### src/rtl/uart_rx_os.sv
// 8N1 UART receiver with OSR-times oversampling, mid-bit sampling,
// false-start rejection, framing-error detection and break hold-off.
`timescale 1ns/1ps
module uart_rx_os #(
    parameter int CLK_HZ = 100000000,
    parameter int BAUD   = 19200,
    parameter int OSR    = 16
) (
    input  logic       clk,
    input  logic       rst,
    input  logic       rxd,
    output logic [7:0] data,
    output logic       valid,
    output logic       frame_err,
    output logic       busy
);

    localparam int DIV = CLK_HZ / (BAUD * OSR);
    localparam int CW  = (DIV > 1) ? $clog2(DIV) : 1;
    localparam int SW  = $clog2(OSR);

    localparam logic [2:0] S_IDLE  = 3'd0;
    localparam logic [2:0] S_START = 3'd1;
    localparam logic [2:0] S_DATA  = 3'd2;
    localparam logic [2:0] S_STOP  = 3'd3;
    localparam logic [2:0] S_BREAK = 3'd4;

    logic [1:0]    sync_q;
    logic          rxs;
    logic [2:0]    state_q, state_d;
    logic [CW-1:0] cnt_q, cnt_d;
    logic [SW-1:0] sc_q, sc_d;
    logic [2:0]    bc_q, bc_d;
    logic [7:0]    shift_q, shift_d;
    logic [7:0]    data_q, data_d;
    logic          valid_q, valid_d;
    logic          ferr_q, ferr_d;
    logic          tick;

    // Idle-high synchronizer so reset never looks like a start edge.
    always_ff @(posedge clk or posedge rst) begin
        if (rst) begin
            sync_q <= 2'b11;
        end else begin
            sync_q <= {sync_q[0], rxd};
        end
    end

    assign rxs  = sync_q[1];
    assign tick = (cnt_q == CW'(DIV - 1));

    always_comb begin
        state_d = state_q;
        cnt_d   = tick ? '0 : cnt_q + 1'b1;
        sc_d    = sc_q;
        bc_d    = bc_q;
        shift_d = shift_q;
        data_d  = data_q;
        valid_d = 1'b0;
        ferr_d  = 1'b0;

        case (state_q)
            S_IDLE: begin
                // Holding the divider at zero pins the sample phase to the edge.
                cnt_d = '0;
                sc_d  = '0;
                if (!rxs) begin
                    state_d = S_START;
                end
            end

            S_START: begin
                if (tick) begin
                    if (sc_q == SW'(OSR / 2 - 1)) begin
                        sc_d    = '0;
                        bc_d    = 3'd0;
                        state_d = rxs ? S_IDLE : S_DATA;
                    end else begin
                        sc_d = sc_q + 1'b1;
                    end
                end
            end

            S_DATA: begin
                if (tick) begin
                    if (sc_q == SW'(OSR - 1)) begin
                        sc_d          = '0;
                        shift_d[bc_q] = rxs;
                        if (bc_q == 3'd7) begin
                            state_d = S_STOP;
                        end else begin
                            bc_d = bc_q + 1'b1;
                        end
                    end else begin
                        sc_d = sc_q + 1'b1;
                    end
                end
            end

            S_STOP: begin
                if (tick) begin
                    if (sc_q == SW'(OSR - 1)) begin
                        sc_d   = '0;
                        data_d = shift_q;
                        if (rxs) begin
                            valid_d = 1'b1;
                            state_d = S_IDLE;
                        end else begin
                            ferr_d  = 1'b1;
                            state_d = S_BREAK;
                        end
                    end else begin
                        sc_d = sc_q + 1'b1;
                    end
                end
            end

            S_BREAK: begin
                // A line held low must go high before another frame is considered.
                cnt_d = '0;
                sc_d  = '0;
                if (rxs) begin
                    state_d = S_IDLE;
                end
            end

            default: begin
                state_d = S_IDLE;
            end
        endcase
    end

    always_ff @(posedge clk or posedge rst) begin
        if (rst) begin
            state_q <= S_IDLE;
            cnt_q   <= '0;
            sc_q    <= '0;
            bc_q    <= 3'd0;
            shift_q <= 8'h00;
            data_q  <= 8'h00;
            valid_q <= 1'b0;
            ferr_q  <= 1'b0;
        end else begin
            state_q <= state_d;
            cnt_q   <= cnt_d;
            sc_q    <= sc_d;
            bc_q    <= bc_d;
            shift_q <= shift_d;
            data_q  <= data_d;
            valid_q <= valid_d;
            ferr_q  <= ferr_d;
        end
    end

    assign data      = data_q;
    assign valid     = valid_q;
    assign frame_err = ferr_q;
    assign busy      = (state_q != S_IDLE);

endmodule

### config.mk
export PLATFORM = sky130hd
export DESIGN_NAME = uart_rx_os
export DESIGN_NICKNAME = d
export VERILOG_FILES = /design/src/rtl/uart_rx_os.sv
export SDC_FILE = /design/constraint.sdc
export NUM_CORES = 1
export LEC_CHECK = 0
export ABC_CLOCK_PERIOD_IN_PS = 2200
export BUFFER_PORTS_ARGS = -buffer_cell sky130_fd_sc_hd__buf_2
export CORE_UTILIZATION = 54
export CTS_BUF_LIST = sky130_fd_sc_hd__clkbuf_16
export CTS_CLUSTER_SIZE = 20
export DETAILED_ROUTE_END_ITERATION = 6
export GPL_ROUTABILITY_DRIVEN = 0
export PLACE_DENSITY = 0.78
export SLEW_MARGIN = 20
export SYNTH_ARGS = -nofsm -noshare
export SYNTH_HDL_FRONTEND = slang
export SYNTH_SLANG_ARGS = --single-unit
### constraint.sdc
create_clock -name clk -period 2.2 [get_ports clk]
set_input_delay 0.44 -clock clk [delete_from_list [all_inputs] [get_ports clk]]
set_output_delay 0.44 -clock clk [all_outputs]
set_load 0.02 [all_outputs]
Word-level counts from Yosys, hierarchy flattened
Index checks and enable logic that the tools add are counted.
W data, S select, Z words.
{"block": "word_totals", "ff_bits": 39, "in_bits": 3, "output_inout_bits": 11, "elab_cells": 81}
{"block": "op_classes", "addsub": 3, "magnitude_cmp": 2, "n_eq_ne": 19, "mux": 36, "n_reduce_logical": 12}
{"cell": "$mux W3", "n": 15}
{"cell": "$ne A2 B2 Y1 const B", "n": 10}
{"cell": "$mux W9", "n": 2}
{"cell": "$mux W4", "n": 4}
{"cell": "$pmux W3 S5", "n": 1}
{"cell": "$pmux W4 S3", "n": 1}
{"cell": "$add A9 B1 Y9 const B", "n": 1}
{"cell": "$eq A9 B9 Y1 const B", "n": 1}
{"cell": "$mux W1", "n": 9}
{"cell": "$reduce_and A3 Y1", "n": 3}
{"cell": "$reduce_and A9 Y1", "n": 1}
{"cell": "$bwmux W8", "n": 1}
{"cell": "$eq A3 B2 Y1 const B", "n": 2}
{"cell": "$eq A3 B3 Y1 const B", "n": 2}
{"cell": "$pmux W3 S2", "n": 1}
{"cell": "$reduce_and A6 Y1", "n": 1}
{"cell": "$reduce_bool A3 Y1", "n": 2}
{"cell": "$add A4 B1 Y4 const B", "n": 1}
{"cell": "$eq A4 B3 Y1 const B", "n": 1}
{"cell": "$eq A4 B4 Y1 const B", "n": 1}
{"cell": "$lt A3 B4 Y1 const B", "n": 1}
{"cell": "$reduce_or A2 Y1", "n": 2}
{"cell": "$add A3 B1 Y3 const B", "n": 1}
{"cell": "$demux W1 S3", "n": 1}
{"cell": "other kinds (7)", "n": 7}

Depth between registers and ports, before layout
Gate-level depths: netlist of the first run.
{"block": "depth", "word_depth": 5, "depth_mapped": 6, "depth_no_buf": 6}

Least setup slack after synthesis of the first run
No wires, ideal clock.
{"block": "synth_path", "path_kind": "reg2reg", "from": "reg cnt_q[3]", "to": "reg bc_q[0]", "setup_time_ns": 0.125, "arrival_time_ns": 1.689, "required_ns": 2.075, "setup_slack_ns": 0.386, "path_stages_with_launch": 5, "path_buffers": 0, "synth_period_minus_slack_ns": 1.814, "path_cell_list": "dfrtp_1 or4b_4 nor3_4 o211ai_4 mux2_4"}
{"block": "synth_via", "elab_chain_len": 3}
{"item": "start, declared", "line_no": "31", "text": "logic [CW-1:0] cnt_q, cnt_d;"}
{"item": "start signal, assigned", "line_no": "145", "text": "cnt_q <= cnt_d;"}
{"item": "$eq A9 B9 Y1 *", "line_no": "50", "text": "assign tick = (cnt_q == CW'(DIV - 1));"}
{"item": "$ne A2 B2 Y1 (no line)"}
{"item": "$reduce_and A6 Y1 (no line) *"}
{"item": "end signal, assigned", "line_no": "138", "text": "bc_q <= 3'd0;"}
{"item": "end signal, assigned", "line_no": "147", "text": "bc_q <= bc_d;"}
{"item": "end, declared", "line_no": "33", "text": "logic [2:0] bc_q, bc_d;"}
Mark *: on every way between the ends. The rest lies on a longest branch, timed or not.
A chain may end at the register's enable or synchronous reset.

Final worst setup path of the first run
{"block": "layout_path", "from": "reg cnt_q[0]", "to": "reg shift_q[2]"}
{"block": "layout_via", "elab_chain_len": 2}
{"item": "$eq A9 B9 Y1", "line_no": "50"}
{"item": "$reduce_and A3 Y1 (no line)"}
{"item": "end signal, assigned", "line_no": "148", "text": "shift_q <= shift_d;"}
{"item": "end, declared", "line_no": "34", "text": "logic [7:0] shift_q, shift_d;"}
Every way passes these cells.

==> results of run 1 <==
[per-stage QoR]
stage	area, sq um	std cells	setup WS (ns)	hold slack (ns)	total power (uW)
floorplan	2020	171	0.386	0.345	748
global placement	2090	227	0.285	0.346	755
detailed placement	2090	227	0.176	0.349	756
CTS	2260	235	0.184	0.245	1570
global route	2260	235	0.0899	0.242	1600
finish	2260	235	0.192	0.249	1550
[registers in the layout, summed over array words and instances (netlist names)]
| name | cells |
|---|---|
| data | 8 |
| cnt_q | 9 |
| state_q | 3 |
| frame_err | 1 |
| sc_q | 4 |
| sync_q | 2 |
| bc_q | 3 |
| shift_q | 8 |
| valid | 1 |
[per-layer routing]
| metal | up-vias | part of all wire | track usage |
|---|---|---|---|
| met5 | - | 0 | 0 |
| met4 | 0 | 0.016 | 0.0959 |
| met3 | 7 | 0.041 | 0.0652 |
| met2 | 24 | 0.47 | 0.327 |
| met1 | 658 | 0.47 | 0.282 |
| li1 | 647 | - | - |
[Yosys cell counts (all sizes together)]
cell type	count	area share
dfrtp	37	0.46
mux2	19	0.11
nor2	17	0.032
nand2	9	0.017
buf	7	0.039
inv	7	0.013
nand3	6	0.017
nand4	6	0.019
nor3	6	0.020
xor2	6	0.026
ha	5	0.031
a21oi	3	0.0074
and3	3	0.0099
and4	3	0.014
nand4b	3	0.013
nor4b	3	0.020
o22ai	3	0.012
xnor2	3	0.013
clkbuf	2	0.0087
dfstp	2	0.026
nand2b	2	0.0062
o31ai	2	0.0074
a2111oi	1	0.0043
a211o	1	0.0043
a211oi	1	0.0037
a21boi	1	0.0037
a311oi	1	0.0043
a31oi	1	0.0031
and2	1	0.0031
and4b	1	0.0050
and4bb	1	0.0062
nand3b	1	0.0037
nor2b	1	0.0031
nor3b	1	0.0037
nor4	1	0.0031
nor4bb	1	0.0050
o211ai	1	0.011
o21ai	1	0.0025
or4b	1	0.0068
[power breakdown]
part	leakage, uW	internal, uW	total [uW]	switching (uW)
Clock	0.0000838	534	812	278
Sequential	0.000523	721	725	3.55
Combinational	0.000459	3.30	18.1	14.8
Total	0.00107	1260	1550	296
[kinds of logic after synthesis]
family / Yosys count / synth area share
xor gates and xnor gates: 9 / 0.0391
DFF: 39 / 0.485
buffers and inverters: 16 / 0.0608
AOI/OAI and AO/OA: 16 / 0.0639
muxes: 19 / 0.112
and+or+nand+nor: 67 / 0.208
adders and majority gates: 5 / 0.0310
[worst max-delay path: stages (launching register included)]
cell     delay (ns)
dfrtp_1        0.43
inv_1          0.08
ha_1           0.16
and4b_1        0.29
nand4_1        0.19
nor4b_1        0.38
mux2_2         0.37
[area by class of cell]
cell class / instances / area, sq um / share of cell area
clock inverters: 3 / 43.8 / 0.0194
clock buffers: 5 / 125 / 0.0555
flip-flops and latches: 39 / 978 / 0.434
repair buffers: 19 / 110 / 0.0488
multi-input cells: 116 / 915 / 0.405
inverters: 7 / 26.3 / 0.0116
well taps: 46 / 57.6 / 0.0255
[worst max-delay path by stage]
stage / startpoint / endpoint / slack [ns] / depth (start not counted)
global placement: cnt_q[0] / shift_q[0] / 0.29 / 6
detailed placement: cnt_q[0] / shift_q[2] / 0.18 / 6
global route: cnt_q[1] / shift_q[2] / 0.09 / 6
CTS: cnt_q[0] / shift_q[2] / 0.18 / 6
floorplan: cnt_q[3] / bc_q[0] / 0.39 / 4
finish: cnt_q[0] / shift_q[2] / 0.19 / 6
==> results_dict.tcl, run 1 <==
set metrics [dict create \
    root_buffer "clkbuf_16" \
    post-cts-setup-buffers 0 \
    post_cts_resized 0 \
    r2r_start "cnt_q[0]" \
    maxCapViolCount 0 \
    yosysSeqAreaShare 0.485 \
    insertion_delay_ns 0.28 \
    grt_max_degree 40 \
    cp_max_fo 6 \
    cts_tree "built" \
    synthDistinctLibCells 49 \
    cts_hold_buf 0 \
    antenna_found_initial 0 \
    num_vias 1336 \
    cts-buffers-inserted 5 \
    port_buffers 13 \
    nFillCells 248 \
    slew_violations 0 \
    fin_tns_setup_ns 0 \
    io_pins 14 \
    final.min_clock_period_ns 2.01 \
    grt_overflow 0 \
    die_h_microns 63.1 \
    slew-limit-headroom 0.684 \
    endpoint_kind "flop" \
    layout_common_cells "dfrtp_1, nor2_1, mux2_2, buf_2, nand2_1" \
    p_leak_uw 0.00107 \
    tightest_slew_ns 0.473 \
    dr.pass1.iters 4 \
    critical_path_class "flop to flop" \
    drt_iter0_drc 83 \
    rr_worst_depth 6 \
    clockBufferDepth 2 \
    layout.nets 196 \
    hpwl_mm 2.49 \
    ctsHtreeMaxLevel 2 \
    worstHoldEndpoint "sync_q[0]" \
    max_freq_mhz 498 \
    clkTransAtPathRegs_ns 0.06 \
    holdPathStages 1 \
    wirelength_mm 3.57 \
    viasPerCell 5.69 \
    synthesis.area_sq_mm 0.00202 \
    powerDensity_mw_per_mm2 689 \
    die_area_sq_mm 0.00398 \
    cp-start-kind "flop" \
    wl_per_cell_microns 15.2 \
    drc 0 \
    setup_viol 0 \
    syn_inst 171 \
    hold_viol 0 \
    ys_ff_latch 39 \
    num_rows 21 \
    reg2reg_to "shift_q[2]" \
    die_w_microns 63.1 \
    fin_crit_sh 0.913 \
    areaGrowthSynthToFinish_pct 11.9 \
    yosysWarnings 0 \
    syn-num-nets 179 \
    worstPathArrival_ns 2.18 \
    coreArea_sq_mm 0.00344 \
    worstHoldStart "rxd" \
    irDropWorstVdd_v 0.000480 \
    min_path_type "input port to flop" \
    postRouteAntennaNets 0 \
    ff2ff_setup_slack_ns 0.19 \
    cp.required_ns 2.37 \
    syn_avg_cell_area_sq_um 11.8 \
    cts.sinks 39 \
    drive_above_1_share 0.302 \
    status "finished, final reports clean" \
    final_common_cell "dfrtp_1" \
    initial_core_util 0.586 \
    grt_pass1_vias 1389 \
    utilization 0.655 \
    antenna_cells 0 \
    groute.usage.overall 0.215 \
    rsz0062_at_grt "false" \
    fin_skew_ns 0.00739 \
    grt_first_pass_wirelength_mm 6.49 \
]
(Power assumes the default switching activity.)
==> run 2: changes to the inputs <==
--- a/config.mk
+++ b/config.mk
@@ -13,6 +13,7 @@
 export DETAILED_ROUTE_END_ITERATION = 6
 export GPL_ROUTABILITY_DRIVEN = 0
 export PLACE_DENSITY = 0.78
+export SETUP_SLACK_MARGIN = 0.3
 export SLEW_MARGIN = 20
 export SYNTH_ARGS = -nofsm -noshare
 export SYNTH_HDL_FRONTEND = slang
==> results_dict.tcl, run 2 (same netlist as run 1, synthesis figures left out) <==
set metrics [dict create \
    status "finished, final reports clean" \
    final.min_clock_period_ns 1.89 \
    grt_pass1_vias 1411 \
    drt_iter0_drc 91 \
    grt_overflow 0 \
    die_area_sq_mm 0.00398 \
    cts_hold_buf 0 \
    cp_max_fo 4 \
    die_w_microns 63.1 \
    slew_violations 0 \
    clockBufferDepth 2 \
    r2r_start "cnt_q[1]" \
    drc 0 \
    cts-buffers-inserted 5 \
    clkTransAtPathRegs_ns 0.06 \
    cp.required_ns 2.37 \
    layout.nets 206 \
    regMostFlops "cnt_q" \
    final_common_cell "dfrtp_1" \
    reg2reg_to "shift_q[0]" \
    areaGrowthSynthToFinish_pct 19.2 \
    postRouteAntennaNets 0 \
    ff2ff_setup_slack_ns 0.31 \
    hold_viol 0 \
    max_freq_mhz 528 \
    maxCapViolCount 0 \
    slew-limit-headroom 0.686 \
    wirelength_mm 3.95 \
    stdcell_area_sq_mm 0.00240 \
    largest_register_ffs 9 \
    min_path_type "input port to async pin" \
    num_vias 1399 \
    fin_skew_ns 0.00730 \
    insertion_delay_ns 0.28 \
    rr_worst_depth 7 \
    tightest_slew_ns 0.471 \
    critical_path_class "flop to flop" \
    post_dp_cell_area_sq_mm 0.00209 \
    initial_core_util 0.586 \
    drive_above_1_share 0.397 \
    cp-start-kind "flop" \
    layout_common_cells "dfrtp_1, nor2_1, mux2_2, buf_4, buf_2" \
    num_rows 21 \
    rsz0062_at_grt "true" \
    fin_tns_setup_ns 0 \
    setup_viol 0 \
    die_h_microns 63.1 \
    ctsHtreeMaxLevel 2 \
    wl_per_cell_microns 16.1 \
    antenna_found_initial 0 \
    dr.pass1.iters 4 \
    cts.sinks 39 \
    root_buffer "clkbuf_16" \
    io_pins 14 \
    groute.usage.overall 0.224 \
    power_uw 1550 \
    port_buffers 13 \
    cts_tree "built" \
    irDropWorstVdd_v 0.000508 \
    endpoint_kind "flop" \
    antenna_cells 0 \
    p_leak_uw 0.00111 \
    fin_crit_sh 0.861 \
    viasPerCell 5.71 \
    worstPathArrival_ns 2.07 \
    coreArea_sq_mm 0.00344 \
    hpwl_mm 2.49 \
    powerDensity_mw_per_mm2 647 \
    grt_max_degree 40 \
    grt_first_pass_wirelength_mm 6.79 \
]
[run 2: cell count changes in the layout (fill, tap and decap cells not counted), moves of 2 or more]
cell,previous run,this run
buf_4,6,15
dfrtp_1,37,32
nor4b_1,2,0
dfrtp_2,0,5
nor4b_4,1,3
[run 2: timing repair]
item	4_1_cts	5_1_grt
hold endpoints to repair	0	0
setup buffers	4	6
pin swaps	3	5
gates resized for setup	7	10
setup endpoints to repair	15	17
[run 2: cell type report]
cell class	instances	area (sq um)
multi-input combinational	116	976
timing repair buffer	29	189
clock inverter	3	43.8
inverter	7	26.3
fill	223	1040
tap	46	57.6
sequential	39	985
clock buffer	5	125
[run 2: worst max-delay path by stage]
stage               startpoint  cells after the start         end  slack, ns
floorplan             cnt_q[3]                      4     bc_q[0]       0.39
global placement      cnt_q[0]                      6  shift_q[0]       0.29
detailed placement    cnt_q[0]                      6  shift_q[2]       0.18
CTS                   cnt_q[3]                      5  shift_q[2]       0.33
global route          cnt_q[1]                      7  shift_q[0]       0.23
finish                cnt_q[1]                      7  shift_q[0]       0.31
[run 2: report_power, final]
group / internal (uW) / switching [uW] / leakage, uW
logic: 3.34 / 14.8 / 0.000513
clock network: 534 / 278 / 0.0000838
registers: 721 / 3.71 / 0.000518
[run 2: layer usage]
layer | share of wire | up-vias | global-route usage
met1 | 0.44 | 684 | 0.301
li1 | - | 669 | -
met5 | 0 | - | 0
met2 | 0.49 | 37 | 0.336
met4 | 0.018 | 0 | 0.0959
met3 | 0.046 | 9 | 0.0670
[run 2: stage by stage]
stage          hold slack [ns]  setup slack [ns]  cells   util
2_1_floorplan            0.345             0.386    171      -
3_3_place_gp             0.346             0.285    227  0.606
3_5_place_dp             0.349             0.176    227  0.606
4_1_cts                  0.245             0.333    239  0.674
5_1_grt                  0.250             0.232    245  0.698
6_report                 0.254             0.305    245  0.698
[run 2: critical path, stage by stage (launching register included)]
cell and delay [ns]:
dfrtp_1 0.38, inv_1 0.07, ha_1 0.16, and4b_2 0.27
nand4_1 0.12, buf_6 0.18, nor4_2 0.23, mux2_2 0.38
==> run 3: changes to the inputs <==
==> config.mk (replaced) <==
export PLATFORM = sky130hd
export DESIGN_NAME = uart_rx_os
export DESIGN_NICKNAME = d
export VERILOG_FILES = /design/src/rtl/uart_rx_os.sv
export SDC_FILE = /design/constraint.sdc
export NUM_CORES = 1
export LEC_CHECK = 0
export ABC_CLOCK_PERIOD_IN_PS = 2300
export BUFFER_PORTS_ARGS = -buffer_cell sky130_fd_sc_hd__clkbuf_2
export CORE_UTILIZATION = 54
export CTS_BUF_LIST = sky130_fd_sc_hd__clkbuf_16
export CTS_CLUSTER_SIZE = 20
export DETAILED_ROUTE_END_ITERATION = 6
export GPL_ROUTABILITY_DRIVEN = 0
export PLACE_DENSITY = 0.78
export SETUP_SLACK_MARGIN = 0.3
export SLEW_MARGIN = 5
export SYNTH_ARGS = -nofsm -noshare
export SYNTH_HDL_FRONTEND = slang
export SYNTH_SLANG_ARGS = --single-unit
==> constraint.sdc (replaced) <==
create_clock -name clk -period 2.3 [get_ports clk]
set_input_delay 0.46 -clock clk [delete_from_list [all_inputs] [get_ports clk]]
set_output_delay 0.46 -clock clk [all_outputs]
set_load 0.02 [all_outputs]
==> results_dict.tcl, run 3 (same netlist as run 1, synthesis figures left out) <==
set metrics [dict create \
    cp-start-kind "flop" \
    min_path_type "input port to async pin" \
    grt_busiest_layer "met2" \
    final_common_cell "dfrtp_1" \
    wl_per_cell_microns 16.0 \
    endpoint_kind "flop" \
    drt_iter0_drc 69 \
    worstPathArrival_ns 2.11 \
    clockBufferDepth 2 \
    port_buffers 13 \
    dr.pass1.iters 4 \
    cts_tree "built" \
    postRouteAntennaNets 0 \
    regMostFlops "cnt_q" \
    die_area_sq_mm 0.00398 \
    setup_viol 0 \
    switchingPower_uw 279 \
    clkTransAtPathRegs_ns 0.06 \
    powerDensity_mw_per_mm2 637 \
    irDropWorstVdd_v 0.000525 \
    cts-buffers-inserted 5 \
    viasPerCell 5.87 \
    met3_usage 0.0562 \
    initial_core_util 0.586 \
    die_h_microns 63.1 \
    num_vias 1402 \
    antenna_cells 0 \
    tightest_slew_ns 0.471 \
    ctsHtreeMaxLevel 2 \
    groute.usage.overall 0.213 \
    p_sw_frac 0.188 \
    antenna_found_initial 0 \
    fin_crit_sh 0.846 \
    hold_viol 0 \
    rsz0062_at_grt "false" \
    num_rows 21 \
    max_freq_mhz 514 \
    status "finished, final reports clean" \
    grt_max_degree 40 \
    slew_violations 0 \
    cts_hold_buf 0 \
    layout.nets 200 \
    coreArea_sq_mm 0.00344 \
    critical_path_class "flop to flop" \
    cp_max_fo 5 \
    largest_register_ffs 9 \
    areaGrowthSynthToFinish_pct 15.5 \
    root_buffer "clkbuf_16" \
    hpwl_mm 2.58 \
    grt_overflow 0 \
    power_frac_comb 0.012 \
    grt_use_met1 0.262 \
    dp_slack_ns 0.319 \
    fin_ws_ns 0.353 \
    p_int_uw 1200 \
    drive_above_1_share 0.358 \
    cp.required_ns 2.47 \
    wirelength_mm 3.82 \
    insertion_delay_ns 0.28 \
    power_frac_seq 0.467 \
    layout_common_cells "dfrtp_1, nor2_1, mux2_2, clkbuf_2, buf_4" \
    use_met2 0.356 \
    drc 0 \
    grt_first_pass_wirelength_mm 6.47 \
    maxCapViolCount 0 \
    fin_tns_setup_ns 0 \
    grt_pass1_vias 1410 \
    final.min_clock_period_ns 1.95 \
    die_w_microns 63.1 \
    p_leak_uw 0.00108 \
    power.share.clock 0.521 \
    cts.sinks 39 \
    slew-limit-headroom 0.686 \
    fin_skew_ns 0.00673 \
    io_pins 14 \
]
-- run 3: cell count changes in the layout (fill, tap and decap cells not counted), moves of 2 or more --
cell | previous run | this run
buf_2 | 13 | 0
clkbuf_2 | 0 | 13
buf_4 | 15 | 10
dfrtp_1 | 32 | 35
dfrtp_2 | 5 | 2
nor4b_2 | 0 | 2
nor4b_4 | 3 | 1
-- run 3: per-stage QoR --
step	util	cells	power [uW]	hold WS, ns	cell area (sq um)
after global routing	0.676	239	1530	0.254	2330
after CTS	0.655	234	1500	0.260	2260
after floorplan	-	171	716	0.345	2020
after detailed placement	0.604	226	723	0.349	2080
after global placement	0.604	226	722	0.346	2080
final	0.676	239	1480	0.268	2330
-- run 3: final timing paths --
check / startpoint / to / slack, ns / cells after the start
worst max register to register: cnt_q[0] / shift_q[4] / 0.35 / 6
worst min register to register: sync_q[0] / sync_q[1] / 0.36 / 0
worst max-delay path: cnt_q[0] / shift_q[4] / 0.35 / 6
max in group asynchronous: rst / bc_q[0] / 1.68 / 3
min in group clk: rxd / sync_q[0] / 0.27 / 1
worst min-delay path: rst / data[0] / 0.27 / 3
-- run 3: power groups by stage --
stage / clock network, uW / registers (uW) / logic, uW
floorplan: 0 / 702 / 13.4
global placement: 0 / 705 / 17.2
detailed placement: 0 / 705 / 18.2
CTS: 789 / 693 / 18.3
global route: 819 / 693 / 21.2
finish: 772 / 693 / 17.5
-- run 3: area by class of cell --
class                   instances  area [sq um]
repair buffers                 23           140
flip-flops and latches         39           981
well taps                      46          57.6
multi-input cells             116           955
clock inverters                 3          43.8
fillers                       236          1110
clock buffers                   5           125
inverters                       7          26.3
-- run 3: repair_timing --
action                     4_1_cts  5_1_grt
setup endpoints to repair        5       13
setup buffers                    0        5
pin swaps                        0        6
resized for setup                1        9
-- run 3: metal layers --
layer | share of wire | wire, microns
met3 | 0.026 | 100
met1 | 0.43 | 1650
met2 | 0.53 | 2010
met4 | 0.016 | 62
met5 | 0 | 0
-- run 3: critical path, cell delays in order (launching register included) --
cell	delay (ns)
dfrtp_2	0.44
inv_2	0.09
ha_4	0.12
and4b_2	0.24
nand4_1	0.24
nor4b_2	0.35
mux2_2	0.37
